## config.mk

```make
export PLATFORM = sky130hd
export DESIGN_NAME = counter_updown_mod
export DESIGN_NICKNAME = d
export VERILOG_FILES = /design/src/rtl/counter_updown_mod.sv
export SDC_FILE = /design/constraint.sdc
export NUM_CORES = 1
export LEC_CHECK = 0
export ABC_CLOCK_PERIOD_IN_PS = 2500
export BUFFER_PORTS_ARGS = -buffer_cell sky130_fd_sc_hd__buf_2
export CAP_MARGIN = 20
export CORE_ASPECT_RATIO = 1.5
export CORE_MARGIN = 10
export CORE_UTILIZATION = 48
export DETAILED_ROUTE_END_ITERATION = 10
export GPL_TIMING_DRIVEN = 0
export PLACE_DENSITY = 0.83
export SKIP_CTS_REPAIR_TIMING = 1
export SLEW_MARGIN = 5
export SYNTH_ARGS = -nofsm -noshare
export SYNTH_HDL_FRONTEND = slang
export SYNTH_SLANG_ARGS = --single-unit
```

## constraint.sdc

```tcl
create_clock -name i_clk -period 2.5 [get_ports i_clk]
set_clock_uncertainty 0.2 [all_clocks]
set_input_delay 0.25 -clock i_clk [delete_from_list [all_inputs] [get_ports i_clk]]
set_output_delay 0.25 -clock i_clk [all_outputs]
set_load 0.02 [all_outputs]
```

## src/rtl/counter_updown_mod.sv

```systemverilog
// WIDTH-bit up/down event/timebase counter with a programmable modulo limit, parallel load,
// wrap or saturate boundary mode, an enable prescaler and a registered one-cycle wrap strobe.
module counter_updown_mod #(
   parameter int WIDTH    = 8,
   parameter int PRESCALE = 1
) (
   input  logic             i_clk,
   input  logic             i_reset,
   input  logic             i_en,
   input  logic             i_up,
   input  logic             i_saturate,
   input  logic [WIDTH-1:0] i_limit,
   input  logic             i_load,
   input  logic [WIDTH-1:0] i_load_val,
   output logic [WIDTH-1:0] o_count,
   output logic             o_wrap
);

   localparam int PW = (PRESCALE > 1) ? $clog2(PRESCALE) : 1;
   localparam logic [PW-1:0] PRESC_LAST = PW'(PRESCALE - 1);

   generate
      if (WIDTH < 2) begin : g_bad_width
         $error("counter_updown_mod: WIDTH must be >= 2");
      end
      if (PRESCALE < 1) begin : g_bad_prescale
         $error("counter_updown_mod: PRESCALE must be >= 1");
      end
   endgenerate

   logic [WIDTH-1:0] count_q, count_d;
   logic [PW-1:0]    presc_q, presc_d;
   logic             wrap_q, wrap_d;
   logic             step;

   // Load beats the prescaler; with PRESCALE=1 the prescaler stays at 0 and every enabled cycle steps.
   always_comb begin
      presc_d = presc_q;
      step    = 1'b0;
      if (i_load) begin
         presc_d = '0;
      end else if (i_en) begin
         if (presc_q == PRESC_LAST) begin
            presc_d = '0;
            step    = 1'b1;
         end else begin
            presc_d = presc_q + 1'b1;
         end
      end
   end

   always_comb begin
      count_d = count_q;
      wrap_d  = 1'b0;
      if (i_load) begin
         count_d = i_load_val;
      end else if (step) begin
         if (i_up) begin
            // At or above the limit: saturate clamps to the limit, wrap returns to zero.
            if (count_q >= i_limit) begin
               if (i_saturate) begin
                  count_d = i_limit;
               end else begin
                  count_d = '0;
                  wrap_d  = 1'b1;
               end
            end else begin
               count_d = count_q + 1'b1;
            end
         end else begin
            if (count_q == '0) begin
               if (!i_saturate) begin
                  count_d = i_limit;
                  wrap_d  = 1'b1;
               end
            end else begin
               count_d = count_q - 1'b1;
            end
         end
      end
   end

   always_ff @(posedge i_clk) begin
      if (i_reset) begin
         count_q <= '0;
         presc_q <= '0;
         wrap_q  <= 1'b0;
      end else begin
         count_q <= count_d;
         presc_q <= presc_d;
         wrap_q  <= wrap_d;
      end
   end

   assign o_count = count_q;
   assign o_wrap  = wrap_q;

endmodule

```

Word level (Yosys, flattened, before mapping)
Index checks and enable logic that the tools add are counted.
Storage, ports and cells
  bits in writable memories: 0
  memories: 0
  ROM bits: 0
  word-level logic and storage cells: 29
  input port bits: 22
  output and inout bits: 9
  register bits: 10
  latch bits: 0
Operators by class
  add/sub/neg operators: 3
  multiplexer cells: 15
  bitwise logic cells: 1
  divide/modulo/power cells: 0
  eq/ne operators: 1
  shift operators: 0
  reductions and logical operators: 5
  magnitude comparators: 1
  $mul: 0
Operators with widths (number)
  $mux W8: 7
  $add A8 B1 Y8 const B: 1
  $ge A8 B8 Y1: 1
  $logic_not A8 Y1: 1
  $mux W1: 8
  $sub A8 B1 Y8 const B: 1
  $ne A4 B4 Y1 const B: 1
  $reduce_or A3 Y1: 1
  $reduce_and A2 Y1: 1
  $reduce_bool A2 Y1: 1
  $reduce_or A2 Y1: 1
  $add A1 B1 Y1 const B: 1
  $not A1 Y1: 1

Longest topological paths before layout
  word-level depth: 5
  mapped depth: 9
  gate-level depth less buffers: 8

Worst setup path after synthesis
OpenSTA, ideal clock, no wires.
  kind: register to register
  from: register count_q[0] (netlist: o_count[0])
  to: register count_q[5] (netlist: o_count[5])
  setup slack: -0.247 ns
  cell stages (with the launch flop): 10
  data required time: 2.180 ns
  arrival time: 2.427 ns
  clock period less this slack: 2.747 ns
  buffers on the path: 1
  path through: dfxtp_1 inv_1 ha_1 and3_1 o21ai_0 a31oi_1 or2_2 clkbuf_1 a41o_1 o31a_1
On the way
  longest elaborated chain between the ends: 5
Ends and longest elaborated chain
  from (decl): line 31  | logic [WIDTH-1:0] count_q, count_d;
  from (signal assigned): line 89  | count_q <= count_d;
  $sub A8 B1 Y8 (tied with other cells): line 77  | count_d = count_q - 1'b1;
  $mux W8, on equally long branches: line 71, 60
  $mux W8: line 58  | if (i_up) begin
  $mux W8: line 57  | end else if (step) begin
  $mux W8: line 55  | if (i_load) begin
Several ways; a longest one is shown, not always the timed one. The select of a mux whose other input is x is not followed.
A chain may end at the register's enable or synchronous reset.

Worst setup path in the final report
Same ends and word-level chain as after synthesis.

==> run metrics <==
Hold Startpoint i_load_val[6]; Hold Path Class in -> reg; routed length on met3 295 µm; Synth Flop Type dfxtp_1; WL final 3740 µm; initial core utilization 49.7%; wire length on met2 1900 µm; Syn Area/Cell 6.96 µm²; clock sink count 9; hold slack 69.2 ps; vias per cell 6.26; CTS tree built; IO Count 31; max layer used met4; Routed Antenna Nets 0; register area 189 µm²; Max Freq 405 MHz; fraction of layout cells with a size suffix above 1 25.6%; Startpoint Class flip-flop; antenna fix cells 0; maximum vdd drop 0.293 mV; Final Hold Fails 0; drt pass-1 iters 4; ys async rst share 0%; Max Cap Viol 0; worst hold path depth 3; register bit count reported by yosys 9; synth unique cells 46; Slew Limit Fails 0; clock buffer depth 2; Final Net Count 241; Fillers 235; Reg clk slew, reported paths 70 ps; number of synthesized flops with an enable pin 0; DP Area 0.00140 mm²; crit path capture type flip-flop; area grow syn2layout 21.6%; Final GP Congestion 0.927; number of antenna violations at the first check in global routing 0; critical path class reg -> reg; Final Cycle Share 98.7%; Worst Reg-to-Reg Cells 8; status finished, final reports clean; Skew-Pair Late Insertion Delay 270 ps; Inserted Clock Buffers 3; Std-Cell Rows 22; min cycle time layout 2470 ps; WHS Endpoint o_count[6]; multi-input logic area 952 µm²; final setup violating endpoints 0; most frequent cells in the layout buf_2 (31), nand2_1 (27), nor2_1 (15); worst-path fanout max 10; Core ar. 0.00242 mm²; most common cell after layout, fill and taps aside buf_2; Pwr Density 448 mW/mm²; PortBufs 30; drt initial violations 113; register area share after synthesis 15.0%; post-layout instance area 0.00147 mm²; R2R Path End o_count[5]; largest net degree at the start of global routing 11; HPWL Detailed 2820 µm; wl on met1 1440 µm; die height 81.4 µm; Crit path required time 2460 ps; static leakage 0.668 nW; Syn Inst Count 173; grt ovf 0; Post-Syn Area 0.00120 mm²; drt drc 0; r2r startpoint o_count[0]; vias in the first global route 1349; Reg2Reg Setup Slack 30 ps; Slew HR 58.4%; htree depth 1; synth warn 0; global-route wire length before repair 5920 µm; DR vias 1446; critical path arrival 2430 ps; Die ar. 0.00496 mm²; Net Count, Synth 206; worst-margin pin slew 624 ps; Tot GR Track Use 14.8%; width of the chip 60.9 µm; routed len/inst 16.2 µm; CTS root buf clkbuf_4
## per-layer routing
metal | global-route usage (%) | up-vias
met5 | 0 | -
met4 | 5.51 | 0
met2 | 26.1 | 72
li1 | - | 699
met1 | 16.3 | 663
met3 | 3.90 | 12
## layout make-up
type	instances	area share [%]
repair buffers	31	10.8
plain buffers	11	4.18
well taps	24	2.05
clock buffers	4	1.79
multi-input cells	139	65.0
inverters	13	3.33
flip-flops and latches	9	12.9
## cells by family after synthesis
group                    after synthesis  synth area share (%)
XOR/XNOR                               7                  5.09
AO/OA/AOI/OAI                         43                  26.9
buffers and inverters                 25                  9.24
adder cells (fa/ha/maj)               11                  11.4
AND/OR/NAND/NOR                       76                  30.6
multiplexers                           2                  1.77
flip-flops                             9                  15.0
## state kept, by name, indices dropped and copies added, names as in the netlist
register,cells
o_count,8
o_wrap,1
## cell usage after synthesis, types with 2 or more instances
| master | n | share of area [%] |
|---|---|---|
| ha_1 | 11 | 11 |
| nor2_1 | 15 | 4.7 |
| a311oi_1 | 3 | 2.2 |
| nor3b_1 | 2 | 1.2 |
| a31oi_1 | 6 | 3.1 |
| buf_6 | 2 | 1.9 |
| buf_2 | 2 | 0.83 |
| xor2_1 | 4 | 2.9 |
| nand2_1 | 27 | 8.4 |
| o21ai_0 | 5 | 2.1 |
| o22ai_1 | 5 | 2.6 |
| dfxtp_1 | 9 | 15 |
| nand3_1 | 6 | 2.5 |
| nand2b_1 | 2 | 1.0 |
| xnor2_1 | 3 | 2.2 |
| clkbuf_1 | 7 | 2.2 |
| o31a_1 | 2 | 1.5 |
| a21oi_1 | 7 | 2.9 |
| o211ai_1 | 3 | 1.9 |
| nor4_1 | 3 | 1.6 |
| or3_1 | 2 | 1.0 |
| nand4_1 | 2 | 1.0 |
| or4_1 | 2 | 1.2 |
| nor3_1 | 8 | 3.3 |
| inv_1 | 13 | 4.1 |
| nor2b_1 | 2 | 1.0 |
## worst max-delay path: stages, from the launching register on
cell	delay [ps]
dfxtp_4	430
inv_2	70
ha_1	260
and3_1	140
o21ai_1	200
a31oi_4	190
or2_4	340
a41o_1	250
o31a_1	270
## power breakdown
part	total, mW	leakage (nW)	internal, mW	switching (mW)
clock network	0.120	0.0150	0.0618	0.0582
registers	0.184	0.0760	0.160	0.0246
logic	0.353	0.577	0.147	0.206
total	0.657	0.668	0.368	0.289
## stage by stage
step	std cells	util, %	worst slack, ps	power, mW	setup TNS (ps)
after floorplan	173	-	23.2	0.427	0
after CTS	231	58.8	-183	0.638	-237
final	231	60.5	33.0	0.657	0
after global routing	231	60.5	-4.43	0.704	-4.43
after detailed placement	227	57.7	-164	0.517	-196
after global placement	227	57.7	-153	0.513	-178
## worst max-delay path by stage
stage | startpoint | end | slack [ps] | depth (start not counted)
floorplan | o_count[6] | o_count[5] | 20 | 8
finish | o_count[0] | o_count[5] | 30 | 8
CTS | o_count[0] | o_count[5] | -180 | 9
detailed placement | o_count[0] | o_count[5] | -160 | 9
global route | o_count[5] | o_count[2] | -4 | 8
global placement | o_count[0] | o_count[5] | -150 | 9
(Power assumes the default switching activity.)
